--- config.mk ---
export PLATFORM = sky130hd
export DESIGN_NAME = timeout_recovery_fsm
export DESIGN_NICKNAME = d
export VERILOG_FILES = /design/src/rtl/timeout_recovery_fsm_pkg.sv /design/src/rtl/chan_rst_stretch.sv /design/src/rtl/timeout_recovery_fsm.sv
export SDC_FILE = /design/constraint.sdc
export NUM_CORES = 1
export LEC_CHECK = 0
export ABC_AREA = 1
export BUFFER_PORTS_ARGS = -buffer_cell sky130_fd_sc_hd__buf_4
export CAP_MARGIN = 20
export CORE_AREA = 3 3 78 80
export CTS_CLUSTER_SIZE = 16
export DETAILED_ROUTE_END_ITERATION = 10
export DIE_AREA = 0 0 81 83
export GPL_TIMING_DRIVEN = 0
export PLACE_DENSITY = 0.64
export RECOVER_POWER = 100
export SYNTH_ARGS = -nofsm -noshare
export SYNTH_HDL_FRONTEND = slang
export SYNTH_SLANG_ARGS = --single-unit
--- constraint.sdc ---
create_clock -name clk -period 3.71 [get_ports clk]
set_input_delay 0.371 -clock clk [delete_from_list [all_inputs] [get_ports clk]]
set_output_delay 0.371 -clock clk [all_outputs]
set_load 0.03 [all_outputs]
--- src/rtl/timeout_recovery_fsm_pkg.sv ---
`default_nettype none
// ============================================================================
// Module      : timeout_recovery_fsm_pkg
// Description : Shared definitions for the request/response timeout recovery
//               logic: state encoding, parameter defaults, helper function.
// Revision    : 1.0 - initial release
// ============================================================================
package timeout_recovery_fsm_pkg;

    // Parameter defaults for the recovery FSM
    localparam int c_max_retry_default  = 3;
    localparam int c_rst_cycles_default = 16;

    // State encoding
    localparam int         c_state_w       = 3;
    localparam logic [2:0] c_st_idle       = 3'd0;
    localparam logic [2:0] c_st_wait_resp  = 3'd1;
    localparam logic [2:0] c_st_reset_chan = 3'd2;
    localparam logic [2:0] c_st_retry      = 3'd3;
    localparam logic [2:0] c_st_dead       = 3'd4;

    // Increment that sticks at all-ones instead of wrapping
    function automatic logic [15:0] sat_inc16(input logic [15:0] v);
        return (v == 16'hFFFF) ? v : v + 16'd1;
    endfunction

endpackage
`default_nettype wire

--- src/rtl/chan_rst_stretch.sv ---
`default_nettype none
// ============================================================================
// Module      : chan_rst_stretch
// Description : Produces an active-low channel reset pulse exactly RST_CYCLES
//               clk cycles long, starting on the edge that samples start.
// Revision    : 1.0 - initial release
// ============================================================================
module chan_rst_stretch
    import timeout_recovery_fsm_pkg::*;
#(
    parameter int RST_CYCLES = c_rst_cycles_default
) (
    input  logic clk,
    input  logic rst,
    input  logic start,
    output logic pulse_n
);

    // The edge that loads the counter already drives the pulse low, so the
    // counter only has to cover the remaining RST_CYCLES-1 cycles.
    localparam logic [7:0] c_load = 8'(RST_CYCLES - 1);

    logic [7:0] r_cnt;
    logic       r_pulse_n;

    // Down-counter holding the pulse low; a reset truncates the pulse at once
    always_ff @(posedge clk) begin
        if (!rst) begin
            r_cnt     <= 8'd0;
            r_pulse_n <= 1'b1;
        end else if (start) begin
            r_cnt     <= c_load;
            r_pulse_n <= 1'b0;
        end else if (r_cnt != 8'd0) begin
            r_cnt     <= r_cnt - 8'd1;
            r_pulse_n <= 1'b0;
        end else begin
            r_pulse_n <= 1'b1;
        end
    end

    assign pulse_n = r_pulse_n;

endmodule
`default_nettype wire

--- src/rtl/timeout_recovery_fsm.sv ---
`default_nettype none
// ============================================================================
// Module      : timeout_recovery_fsm
// Description : Supervises one request/response transaction. On a timeout it
//               resets the channel, retries up to MAX_RETRY times and then
//               declares the channel dead until software clears it.
// Revision    : 1.0 - initial release
// ============================================================================
module timeout_recovery_fsm
    import timeout_recovery_fsm_pkg::*;
#(
    parameter int MAX_RETRY  = c_max_retry_default,
    parameter int RST_CYCLES = c_rst_cycles_default
) (
    input  logic        clk,
    input  logic        rst,
    input  logic        req_sent,
    input  logic        resp_rcvd,
    input  logic        timeoutrst,
    input  logic        dead_clr,
    output logic        entimeout,
    output logic        chan_rst_n,
    output logic        retry_req,
    output logic        busy,
    output logic        chan_dead,
    output logic [3:0]  retry_cnt,
    output logic [15:0] timeout_cnt
);

    localparam logic [3:0] c_max_retry = 4'(MAX_RETRY);

    logic [c_state_w-1:0] r_state;
    logic [c_state_w-1:0] w_state_nxt;
    logic                 r_entimeout;
    logic                 w_entimeout_nxt;
    logic                 r_retry_req;
    logic                 w_retry_req_nxt;
    logic                 r_busy;
    logic                 w_busy_nxt;
    logic                 r_chan_dead;
    logic                 w_chan_dead_nxt;
    logic [3:0]           r_retry_cnt;
    logic [3:0]           w_retry_cnt_nxt;
    logic [15:0]          r_timeout_cnt;
    logic [15:0]          w_timeout_cnt_nxt;
    logic                 w_start;
    logic                 w_chan_rst_n;

    // Channel reset pulse generator, fired on the timeout edge
    chan_rst_stretch #(
        .RST_CYCLES (RST_CYCLES)
    ) u_chan_rst_stretch (
        .clk     (clk),
        .rst     (rst),
        .start   (w_start),
        .pulse_n (w_chan_rst_n)
    );

    // State and registered outputs
    always_ff @(posedge clk) begin
        if (!rst) begin
            r_state       <= c_st_idle;
            r_entimeout   <= 1'b0;
            r_retry_req   <= 1'b0;
            r_busy        <= 1'b0;
            r_chan_dead   <= 1'b0;
            r_retry_cnt   <= 4'd0;
            r_timeout_cnt <= 16'd0;
        end else begin
            r_state       <= w_state_nxt;
            r_entimeout   <= w_entimeout_nxt;
            r_retry_req   <= w_retry_req_nxt;
            r_busy        <= w_busy_nxt;
            r_chan_dead   <= w_chan_dead_nxt;
            r_retry_cnt   <= w_retry_cnt_nxt;
            r_timeout_cnt <= w_timeout_cnt_nxt;
        end
    end

    // Next-state logic; level outputs are decoded from the next state so they
    // appear on the same edge as the transition that causes them.
    always_comb begin
        w_state_nxt       = r_state;
        w_retry_req_nxt   = 1'b0;
        w_retry_cnt_nxt   = r_retry_cnt;
        w_timeout_cnt_nxt = r_timeout_cnt;
        w_start           = 1'b0;

        case (r_state)
            c_st_idle: begin
                if (req_sent) begin
                    w_state_nxt = c_st_wait_resp;
                end
            end
            c_st_wait_resp: begin
                // A response arriving together with the timeout still wins
                if (resp_rcvd) begin
                    w_state_nxt     = c_st_idle;
                    w_retry_cnt_nxt = 4'd0;
                end else if (timeoutrst) begin
                    w_state_nxt       = c_st_reset_chan;
                    w_timeout_cnt_nxt = sat_inc16(r_timeout_cnt);
                    w_start           = 1'b1;
                end
            end
            c_st_reset_chan: begin
                // The stretcher drives low on the entry edge, so a high level
                // seen here means the pulse has finished.
                if (w_chan_rst_n) begin
                    if (r_retry_cnt == c_max_retry) begin
                        w_state_nxt = c_st_dead;
                    end else begin
                        w_state_nxt     = c_st_retry;
                        w_retry_cnt_nxt = r_retry_cnt + 4'd1;
                    end
                end
            end
            c_st_retry: begin
                // Hold off until the timer has dropped its limit flag
                if (!timeoutrst) begin
                    w_state_nxt     = c_st_wait_resp;
                    w_retry_req_nxt = 1'b1;
                end
            end
            c_st_dead: begin
                if (dead_clr) begin
                    w_state_nxt     = c_st_idle;
                    w_retry_cnt_nxt = 4'd0;
                end
            end
            default: begin
                w_state_nxt = c_st_idle;
            end
        endcase

        w_entimeout_nxt = (w_state_nxt == c_st_wait_resp);
        w_busy_nxt      = (w_state_nxt != c_st_idle) && (w_state_nxt != c_st_dead);
        w_chan_dead_nxt = (w_state_nxt == c_st_dead);
    end

    assign entimeout   = r_entimeout;
    assign chan_rst_n  = w_chan_rst_n;
    assign retry_req   = r_retry_req;
    assign busy        = r_busy;
    assign chan_dead   = r_chan_dead;
    assign retry_cnt   = r_retry_cnt;
    assign timeout_cnt = r_timeout_cnt;

endmodule
`default_nettype wire
* After elaboration in Yosys (flattened, before gate mapping)
Cells that the tools add are included.
** Word-level totals
- Output and inout port bits :: 25
- Register bits :: 36
** Cells by class
- Muxes and demuxes :: 21
- Bitwise operators :: 3
- Add/sub/neg operators :: 3
- Reductions and logical operators :: 10
- Eq/ne operators :: 13
** Operators with widths (number)
- two-way mux 4 bit :: 6
- two-way mux 3 bit :: 7
- adder 16 x 1 -> 16 bit, second input constant :: 1
- == test 16 bit, second input constant :: 1
- case mux 3 bit (5 select lines) :: 1
- case mux 4 bit (3 select lines) :: 1
- nonzero test 8 bit :: 1
- subtractor 8 x 1 -> 8 bit, second input constant :: 1
- == test 3 x 1 -> 1 bit, second input constant :: 2
- == test 3 x 2 -> 1 bit, second input constant :: 2
- == test 3 bit, second input constant :: 2
- two-way mux 1 bit :: 6
- != test 2 bit, second input constant :: 3
- nonzero test 3 bit :: 2
- AND reduction 5 bit :: 1
- adder 4 x 1 -> 4 bit, second input constant :: 1
- == test 4 x 2 -> 1 bit, second input constant :: 1
- AND reduction 4 bit :: 1
- zero test 3 bit :: 1
- != test 3 bit, second input constant :: 1
- inverter 1 bit :: 3
- != test 2 x 1 -> 1 bit, second input constant :: 1
- AND reduction 2 bit :: 1
- nonzero test 2 bit :: 1
- other kinds (2) :: 2

* Logic depth before layout (Yosys ltp)
Gate-level depths: netlist of the first run.
- Depth in word-level cells :: 6
- Gate-level depth with buffers :: 10
- Mapped depth without buffers :: 10

* Modules after synthesis
A second synthesis of the first run with hierarchy kept.
** Unflattened totals
- Cell total of the unflattened synthesis :: 307
- Area total of the unflattened synthesis :: 2104.5 um^2
** By module, submodules not included
- timeout_recovery_fsm :: area each 1590.3 um^2, cells each 234, times used 1, sequential area each 540.5 um^2
- chan_rst_stretch :: area each 514.2 um^2, cells each 73, times used 1, sequential area each 180.2 um^2

* Worst setup path before layout of the first run
OpenSTA, ideal clock, no wires.
- Path kind :: register -> register
- Start :: register r_timeout_cnt[1], in the netlist timeout_cnt[1]
- End :: register r_timeout_cnt[13], in the netlist timeout_cnt[13]
- Clock period less this slack :: 1.769 ns
- Buffers on the path :: 1
- Data arrival time :: 1.699 ns
- Cell stages (with the launch flop) :: 11
- Required time :: 3.640 ns
- Slack :: 1.941 ns
- Setup time :: 0.070 ns
- Path through :: dfxtp_1 > ha_1 > inv_2 > nor2_4 > nand2_4 > nor2_4 > nand2_4 > nand2_4 > buf_12 > nand2_2 > a21oi_2
** Between the ends
- Longest elaborated chain between the ends :: 3
- Elaborated cells between the ends (all ways) :: 4
** RTL lines
- start: declaration :: line timeout_recovery_fsm.sv:44 : logic [15:0] r_timeout_cnt;
- start signal: assignment :: line timeout_recovery_fsm.sv:76 : r_timeout_cnt <= w_timeout_cnt_nxt;
- parallel branches: the longest is 3 deep, another holds adder 16 x 1 -> 16 bit
Several ways; the timed one is not identified.
A chain may end at the register's enable or synchronous reset.

* Worst setup path after layout of the first run
- Start :: register r_timeout_cnt[0], in the netlist timeout_cnt[0]
- End :: register r_timeout_cnt[7], in the netlist timeout_cnt[7]
Same word-level chain as after synthesis.

==> results of run 1 <==
-- state kept, by name, summed over array words and instances, names as in the netlist, 3 cells and up --
signal	count
u_chan_rst_stretch.r_cnt	8
retry_cnt	4
r_state	3
timeout_cnt	16
-- placed cells by master (no fill, tap or decap) --
cell | synthesis | final
a211oi_1 | 1 | 1
clkinv_1 | 0 | 1
xnor2_1 | 1 | 1
buf_4 | 0 | 4
o211ai_1 | 1 | 1
xor2_1 | 4 | 4
o21ai_0 | 8 | 8
ha_1 | 3 | 3
or2_2 | 1 | 1
clkbuf_1 | 1 | 30
a21oi_1 | 12 | 17
nor2_2 | 3 | 1
nand3_1 | 31 | 31
nand3b_1 | 4 | 4
clkinv_2 | 0 | 1
inv_1 | 30 | 30
dfxtp_1 | 36 | 36
nor3_4 | 1 | 1
o21a_1 | 1 | 1
nor2_4 | 3 | 1
bufinv_16 | 0 | 1
nand2_4 | 3 | 2
clkbuf_8 | 0 | 5
inv_2 | 3 | 2
o21bai_1 | 1 | 1
nand2_1 | 77 | 78
buf_1 | 2 | 2
nor2_1 | 37 | 41
a21oi_2 | 10 | 5
o21ai_1 | 2 | 2
nand2_2 | 6 | 6
and3_1 | 1 | 1
nand4_1 | 9 | 9
nor3_1 | 3 | 3
-- metal layers --
| layer | global-route usage | part of all wire | vias to the layer above |
|---|---|---|---|
| met5 | 0 | 0 | - |
| met3 | 0.03796 | 0.048 | 7 |
| li1 | - | - | 1032 |
| met2 | 0.2450 | 0.46 | 37 |
| met1 | 0.1875 | 0.47 | 865 |
| met4 | 0.06144 | 0.018 | 0 |
-- layout make-up --
class / count / area, um2
multi-input cells: 223 / 1100
clock inverters: 2 / 35.03
repair buffers: 29 / 123.9
well taps: 72 / 90.09
plain buffers: 6 / 22.52
flip-flops and latches: 36 / 720.7
fillers: 620 / 3184
clock buffers: 6 / 72.57
inverters: 33 / 123.9
-- worst register-to-register path, cell delays in order, from the launching register on --
cell and delay (ns):
dfxtp_1 0.42, ha_1 0.31, clkinv_1 0.10, nor2_1 0.34, nand2_4 0.11, nor2_4 0.11
nand2_4 0.10, nand2_1 0.18, clkbuf_1 0.46, nand2_1 0.13, a21oi_2 0.13
-- cells in the mapped netlist, drive strengths merged --
cell    count  area [um2]
nand2      86       360.4
nor2       43       191.4
dfxtp      36       720.7
inv        33       123.9
nand3      31       155.2
a21oi      22       147.6
o21ai      10       50.05
nand4       9       56.30
buf         5       37.54
nand3b      4       30.03
nor3        4       31.28
xor2        4       35.03
ha          3       37.54
a211oi      1       7.510
and3        1       6.260
clkbuf      1       3.750
o211ai      1       7.510
o21a        1       7.510
o21bai      1       7.510
or2         1       6.260
xnor2       1       8.760
-- power by group through the flow --
stage	registers (mW)	logic, mW	clock network [mW]
detailed placement	0.471	0.282	0
CTS	0.462	0.284	0.358
global route	0.469	0.309	0.372
global placement	0.470	0.278	0
finish	0.462	0.267	0.346
floorplan	0.487	0.196	0
-- stage by stage --
step | area (um2) | setup slack [ns] | total power, mW | hold WS [ns]
5_1_grt | 2288 | 0.9103 | 1.149 | 0.2683
3_5_place_dp | 2340 | 1.910 | 0.7529 | 0.4747
4_1_cts | 2447 | 1.891 | 1.104 | 0.2662
3_3_place_gp | 2340 | 1.966 | 0.7478 | 0.4703
6_report | 2288 | 1.255 | 1.075 | 0.2780
2_1_floorplan | 2032 | 1.941 | 0.6832 | 0.4500
-- logic make-up after synthesis --
| family | synth area share |
|---|---|
| simple gates | 0.4119 |
| buf+inv | 0.08128 |
| fa+ha+maj | 0.01847 |
| flops | 0.3547 |
| xor+xnor | 0.02155 |
| compound gates | 0.1121 |
-- how the worst max path moves through the flow --
stage / from / end / slack [ns] / cells past startpoint
3_3_place_gp: timeout_cnt[0] / timeout_cnt[4] / 1.97 / 10
3_5_place_dp: timeout_cnt[1] / timeout_cnt[2] / 1.91 / 10
4_1_cts: timeout_cnt[0] / timeout_cnt[3] / 1.89 / 10
6_report: timeout_cnt[0] / timeout_cnt[7] / 1.26 / 10
2_1_floorplan: timeout_cnt[1] / timeout_cnt[13] / 1.94 / 10
5_1_grt: timeout_cnt[0] / timeout_cnt[6] / 0.91 / 10
==> metrics, run 1 <==
status=finished clean; CTS sink cnt=36; delay of the slowest critical-path stage=0.45 ns; number of global-route vias before repair=~1800; hold_sp=timeoutrst; DR vias=slightly below 2000; Seq pwr share=0.430; final setup TNS=0 ns; CTS tree=done; CTS clock-pin slew for the worst setup and hold paths=around 0.070 ns; starting density of the core=0.3713; Worst R2R Start=timeout_cnt[0]; area grow syn2layout=12.62%; critical path's slowest cell=clkbuf_1; fraction of the yosys area taken by sequential cells=0.3547; DRT Wirelength=approximately 4600 um; synthesized area per cell=6.819 um2; Crit Path Max Fanout=10; gr usage total=0.1509; first-pass GRT wire length=roughly 8000 um; CP Data Arrival Time=about 2.7 ns; fmax=approximately 410 MHz; crit share post-route=0.6617; Setup Crit Path Kind=flip-flop to flip-flop; initial antenna violation count=0; routability cong.=0.8336; Max Cap Violations=0; maximum clock insertion buffer count=2; worst hold path type=input pin to flip-flop; slew at the pin closest to its max-slew limit=0.6092 ns; pwr dens=469.6 nW/um2; Post-Syn Area=2032 um2; io pins=31; CTS Root Cell=clkbuf_8; Critical Path End Type=flip-flop; slew margin rel.=0.5938; maximum vdd drop=0.1736 mV; Syn Inst Count=298; std cell rows=27; share of layout cells above drive strength 1=0.08955; Synth Register Bits=36; post-synthesis net count=307; final net count=343; post_cts resized=0; chip height=83 um; first-pass iteration count of the detailed router=4; Starting DRT DRC Count=78; clock skew=0.006184 ns; unrepaired setup endpoints after global routing=false; ant diodes=0; Comb pwr share=0.249; P_leak=0.9132 nW; Tmin final=around 2.5 ns; TritonCTS Buffers=5; Crit path max-delay family=simple AND/OR/NAND/NOR gates; Critical Path Source Type=flip-flop; hold-critical path endpoint=retry_req; Detail Route Antenna Nets=0; Pint=718.8 uW; FF-to-FF setup slack=1.26 ns; Worst R2R Path Depth=10; Non-Filler Instances=407; Hold-fix buffers, CTS=0; die area=6723 um2; IO Port Bufs=29; Final Hold Fails=0; worst flop-to-flop path endpoint=timeout_cnt[7]; H-tree levels=2; Buf/Inv on CP=2; placed cell count=399; hpwl dp=3468 um; clock share of power=0.322; critical path, cell by cell=ha_1 > clkinv_1 > nor2_1 > nand2_4 > nor2_4 > nand2_4 > nand2_1 > clkbuf_1 > nand2_1 > a21oi_2; Post-CTS Setup Repair Bufs=0; Net Sw Frac=0.3311; Final Setup Violations=0; Residual DRC=0; max-slew violation count=0; pin count of the biggest net entering global routing=12; worst hold path stage count=2; Vias per Instance=4.769; Core ar.=5473 um2; Ys Warns=0; Worst-Skew Late Latency=0.29 ns; Layout Utilization=0.4182; Congestion Overflow GR=0; CP Data Required Time=a little under 4 ns; Cell variety after synth=31; wire per inst=11.39 um; Switching Power=355.9 uW; Die X=81 um
No activity file was read; power rests on OpenSTA's default activity.
==> run 2: changes to the inputs <==
- clock period: 3.71 -> 2.3 ns (I/O delays scaled with it)
==> run 2 against run 1 <==
  * Sequential power grew 61%
  * Combinational power grew 63%
  * Largest power group unchanged
  * Fmax grew 28%
  * Via count is the same
  * Non-clock buffer count is the same
  * Final area grew 0.98%
  * Routed wire length shrank 0.13%
  * Utilization grew 0.41 points
  * Critical path type unchanged
==> metrics, run 2 (synthesis gave the netlist of run 1 again) <==
status=finished clean; Die X=81 um (unchanged); Non-Filler Instances=407 (unchanged); DR vias=1941 (unchanged); clock skew=0.006006 ns (-0.0001783 ns); Final Setup Violations=0 (unchanged); Vias per Instance=4.769 (unchanged); crit share post-route=0.8325 (+0.1707); Place WS=0.4996 ns (-1.410 ns); DRT Wirelength=4628 um (-0.13%); critical path's slowest cell=dfxtp_1; max reg flops=16 (unchanged); Detail Route Antenna Nets=0 (unchanged); Crit Path Max Fanout=10 (unchanged); Starting DRT DRC Count=89 (+14%); CTS sink cnt=36 (unchanged); placed cell count=399 (unchanged); Final Hold Fails=0 (unchanged); std cell rows=27 (unchanged); number of global-route vias before repair=1829 (unchanged); Setup Crit Path Kind=flip-flop to flip-flop; met3 Usage GRT=0.03796 (unchanged); critical path, cell by cell=ha_1 > inv_1 > nor2_4 > nand2_1 > nor2_1 > nand2_4 > nand2_4 > buf_12 > nand2_2 > a21oi_1; commonest non-fill, non-tap cell in the layout=nand2_1; Congestion Overflow GR=0 (unchanged); slew at the pin closest to its max-slew limit=0.6055 ns (-0.003785 ns); CTS clock-pin slew for the worst setup and hold paths=0.07 ns (about the same); TritonCTS Buffers=5 (unchanged); fin area=2311 um2 (+0.98%); maximum vdd drop=0.2800 mV (+61%); wire per inst=11.37 um (-0.13%); pin count of the biggest net entering global routing=12 (unchanged); P_leak=0.9067 nW (-0.72%); area of placed instances=2340 um2 (unchanged); CP Data Required Time=2.52 ns (-1.42 ns); share of layout cells above drive strength 1=0.09552 (+0.005970); Tmin final=1.915 ns (-0.5403 ns); most frequent cells in the layout=nand2_1 (78), nor2_1 (39), dfxtp_1 (36), inv_1 (31), nand3_1 (31); gr usage total=0.1509 (unchanged); final net count=343 (unchanged); hpwl dp=3468 um (unchanged); pwr dens=752.1 nW/um2 (+60%); final setup TNS=0 ns (unchanged); Residual DRC=0 (unchanged); grt met2 use=0.2450 (unchanged); Buf/Inv on CP=2 (unchanged); Critical Path Most Common Cell=nand2_4; io pins=31 (unchanged); H-tree levels=2 (unchanged); area grow syn2layout=13.73%; CTS Root Cell=clkbuf_8; post_cts resized=0 (unchanged); unrepaired setup endpoints after global routing=false; die area=6723 um2 (unchanged); slew margin rel.=0.5964 (+0.002524); Worst-Skew Late Latency=0.29 ns (about the same); delay of the slowest critical-path stage=0.41 ns (-0.04 ns); fin worst setup slack=0.3853 ns (-0.8697 ns); met1 Usage GRT=0.1875 (unchanged); Critical Path Source Type=flip-flop; max-slew violation count=0 (unchanged); first-pass iteration count of the detailed router=4 (unchanged); CTS tree=done; maximum clock insertion buffer count=2 (unchanged); busiest grt layer=met2; Hold-fix buffers, CTS=0 (unchanged); chip height=83 um (unchanged); first-pass GRT wire length=8004 um (unchanged); Critical Path End Type=flip-flop; Crit path max-delay family=simple AND/OR/NAND/NOR gates; worst hold path type=input pin to flip-flop; Core ar.=5473 um2 (unchanged); FF-to-FF setup slack=0.39 ns (-0.87 ns); Max Cap Violations=0 (unchanged); initial antenna violation count=0 (unchanged); fmax=522.3 MHz (+28%); IO Port Bufs=29 (unchanged); CP Data Arrival Time=2.13 ns (-0.55 ns); ant diodes=0 (unchanged); total power=1.738 mW (+62%); starting density of the core=0.3713 (unchanged); Post-CTS Setup Repair Bufs=0 (unchanged); routability cong.=0.8336 (unchanged)
-- run 2: path summary, 6_finish.rpt --
check	endpoint	start	depth (start not counted)
max	timeout_cnt[13]	timeout_cnt[1]	10
min	retry_req	timeoutrst	2
max reg2reg	timeout_cnt[13]	timeout_cnt[1]	10
min reg2reg	u_chan_rst_stretch.r_cnt[7]	u_chan_rst_stretch.r_cnt[7]	2
-- run 2: layout make-up --
type                    instances  area, um2
fillers                       619       3162
clock buffers                   6      72.57
well taps                      72      90.09
clock inverters                 2      35.03
repair buffers                 29      123.9
plain buffers                   6      38.79
multi-input cells             223       1106
inverters                      33      123.9
flip-flops and latches         36      720.7
-- run 2: per-stage QoR --
stage,hold slack (ns),util
after floorplan,0.3090,-
after global placement,0.4546,0.4275
after detailed placement,0.4494,0.4275
after CTS,0.1252,0.4472
after global routing,0.1273,0.4223
final,0.1377,0.4223
-- run 2: power breakdown --
group          leakage, nW  switching (mW)  internal (mW)
Combinational        0.558           0.286          0.150
Clock               0.0552           0.235          0.322
Sequential           0.293          0.0545          0.691
-- run 2: metal layers --
layer | share of wire | wire length [um]
met5 | 0 | 0
met4 | 0.018 | 85
met3 | 0.046 | 215
met2 | 0.46 | 2139
met1 | 0.47 | 2189
==> run 3: changes to the inputs <==
- ABC_AREA: 1 -> 0
- CORE_AREA: 3 3 78 80 -> 3 3 72 74
- DIE_AREA: 0 0 81 83 -> 0 0 75 77
- PLACE_DENSITY: 0.64 -> 0.68
- clock period: 2.3 -> 1.69 ns (I/O delays scaled with it)
==> run 3 against run 2 <==
  * The run now ends with negative setup slack left
  * Final cell count is 24% lower
  * Synthesized cell count is 32% lower
  * Sequential share of layout area shrank 0.71 points
  * Largest cell class unchanged
==> metrics, run 3 <==
Core ar.=4661 um2 (-15%); status=complete, but fails checks; first-pass GRT wire length=6913 um (-14%); commonest non-fill, non-tap cell in the layout=buf_4; Worst R2R Start=r_state[1]; multiplexer share of the synthesized area=0.02849 (+0.02849); Ys Warns=0 (unchanged); max reg flops=16 (unchanged); io pins=31 (unchanged); failing checks=negative setup slack; most frequent cells in the layout=buf_4 (36), dfxtp_1 (25), a21oi_1 (14), nand2_1 (14); Critical Path End Type=flip-flop; fin worst setup slack=-0.1565 ns (-0.5418 ns); crit share post-route=1.093 (+0.2601); routability cong.=0.7823 (-6.2%); H-tree levels=2 (unchanged); DRT Wirelength=4309 um (-6.9%); share of layout cells above drive strength 1=0.3412 (+0.2457); IO Port Bufs=29 (unchanged); TritonCTS Buffers=5 (unchanged); Post-synth top cells=dfxtp_1 (36), a21oi_1 (17), nand2_1 (14); CTS Root Cell=clkbuf_8; Crit Path Max Fanout=3 (-7); hpwl dp=2820 um (-19%); maximum vdd drop=0.7598 mV (+170%); unrepaired setup endpoints after global routing=true; FF-to-FF setup slack=-0.16 ns (-0.54 ns); first-pass iteration count of the detailed router=4 (unchanged); Yosys top cell by area=dfxtp_1; area grow syn2layout=38.60%; Post-synth EDFFs=0 (unchanged); XOR/XNOR Fraction of Synth Area=0.01496 (-0.006594); hold slack=0.07702 ns (-0.06072 ns); worst flop-to-flop path endpoint=timeout_cnt[10]; combinational family with the most area after synthesis=simple AND/OR/NAND/NOR gates; area of placed instances=2103 um2 (-10%); final net count=263 (-23%); Synth Register Bits=36 (unchanged); Residual DRC=0 (unchanged); chip height=77 um (-7.2%); Syn Inst Count=204 (-32%); Non-Filler Instances=309 (-24%); Max Cap Violations=0 (unchanged); DR vias=1734 (-11%); number of global-route vias before repair=1612 (-12%); Setup Crit Path Kind=flip-flop to flip-flop; fraction of the yosys area taken by sequential cells=0.4103 (+0.05558); hold_sp=timeoutrst; Post-Syn Area=1757 um2 (-14%); worst hold path type=input pin to flip-flop; # fillers=435 (-30%); Cell variety after synth=45 (+45%); main flop type after synthesis=dfxtp_1; slew at the pin closest to its max-slew limit=0.5569 ns (-0.04851 ns); Worst R2R Path Depth=4 (-6); Die X=75 um (-7.4%); Tmin final=1.846 ns (-0.06821 ns); pwr dens=905.3 nW/um2 (+20%); Critical Path Source Type=flip-flop; simple-gate share of the synthesized area=0.2877 (-0.1242); CTS clock-pin slew for the worst setup and hold paths=0.07 ns (about the same); CP Data Required Time=1.90 ns (-0.62 ns); Synth Area in Adders=0.02137 (+0.002895); Final Hold Fails=0 (unchanged); starting density of the core=0.3769 (+0.005628); CTS sink cnt=36 (unchanged); placed cell count=287 (-28%); std cell rows=25 (-7.4%); top post-synthesis cells by area=dfxtp_1 (41%), a21oi_1 (4.8%), or4_1 (3.8%); gr usage total=0.1513 (+0.0003697); Worst-Skew Late Latency=0.29 ns (about the same); post-synthesis net count=213 (-31%); CP Data Arrival Time=2.06 ns (-0.07 ns); ant diodes=0 (unchanged); wire per inst=13.94 um (+23%); max-slew violation count=0 (unchanged); Post-synth ARST share=0 (unchanged); worst hold path stage count=2 (unchanged); Place WS=-0.4026 ns (-0.9023 ns); Detail Route Antenna Nets=0 (unchanged); initial antenna violation count=0 (unchanged); clock skew=0.006255 ns (+0.0002496 ns); Synth Area in Compound Gates=0.1966 (+0.08451); final setup TNS=-0.8604 ns (-0.8604 ns); slew margin rel.=0.6287 (+0.03234); synthesized area per cell=8.611 um2 (+26%); Vias per Instance=5.612 (+18%); Starting DRT DRC Count=60 (-33%); fmax=541.6 MHz (+3.7%); die area=5775 um2 (-14%); Congestion Overflow GR=0 (unchanged); Final Setup Violations=10 (+10); Layout Utilization=0.5224 (+0.1001); total power=2.204 mW (+27%); fin area=2435 um2 (+5.4%); hold-critical path endpoint=retry_req; post-synth top area share=0.4103 (+0.05558); pin count of the biggest net entering global routing=12 (unchanged); P_leak=0.9242 nW (+1.9%); CTS tree=done; most frequent cell after synthesis=dfxtp_1; maximum clock insertion buffer count=2 (unchanged)
## run 3: cell families after synthesis
kind of cell | count (synthesis)
AO/OA/AOI/OAI | 53
XOR/XNOR | 3
adder cells (fa/ha/maj) | 3
buffers and inverters | 17
flip-flops | 36
multiplexers | 5
AND/OR/NAND/NOR | 87
## run 3: where the power goes
| part | internal, mW | switching [mW] |
|---|---|---|
| combinational | 0.274 | 0.280 |
| sequential | 0.928 | 0.0841 |
| clock | 0.331 | 0.307 |
## run 3: worst max-delay path by stage
stage,from,to
4_1_cts,r_state[1],timeout_cnt[9]
3_5_place_dp,timeout_cnt[8],timeout_cnt[5]
2_1_floorplan,timeout_cnt[0],timeout_cnt[10]
5_1_grt,r_state[1],timeout_cnt[9]
6_report,r_state[1],timeout_cnt[10]
3_3_place_gp,timeout_cnt[8],timeout_cnt[5]
## run 3: layout make-up
type / count / area (um2) / share of cell area
multi-input combinational: 151 / 1139 / 0.4676
sequential: 36 / 742.0 / 0.3047
timing repair buffer: 46 / 330.3 / 0.1357
clock buffer: 7 / 86.33 / 0.03546
tap: 54 / 67.56 / 0.02775
buffer: 6 / 32.53 / 0.01336
inverter: 8 / 30.03 / 0.01233
clock inverter: 1 / 7.507 / 0.003083
## run 3: critical path, stage by stage (launching register included)
cell and delay (ns):
dfxtp_4 0.34, or2_4 0.25, or4_4 0.58, or4_1 0.48
a21oi_1 0.13
## run 3: routing by layer
layer / global-route usage / up-vias / wire, um / share of wire
met1: 0.1747 / 818 / 1924 / 0.45
met2: 0.2500 / 38 / 2125 / 0.49
met3: 0.04325 / 12 / 162 / 0.038
met5: 0 / - / 0 / 0
met4: 0.07117 / 0 / 96 / 0.022
li1: - / 866 / - / -
## run 3: repair_timing
item                       in CTS  in global routing
setup endpoints to repair      29                 27
gates resized for setup        15                 24
setup buffers                  11                  6
hold endpoints to repair        0                  0
hold buffers                    0                  0
pin swaps                       8                  6
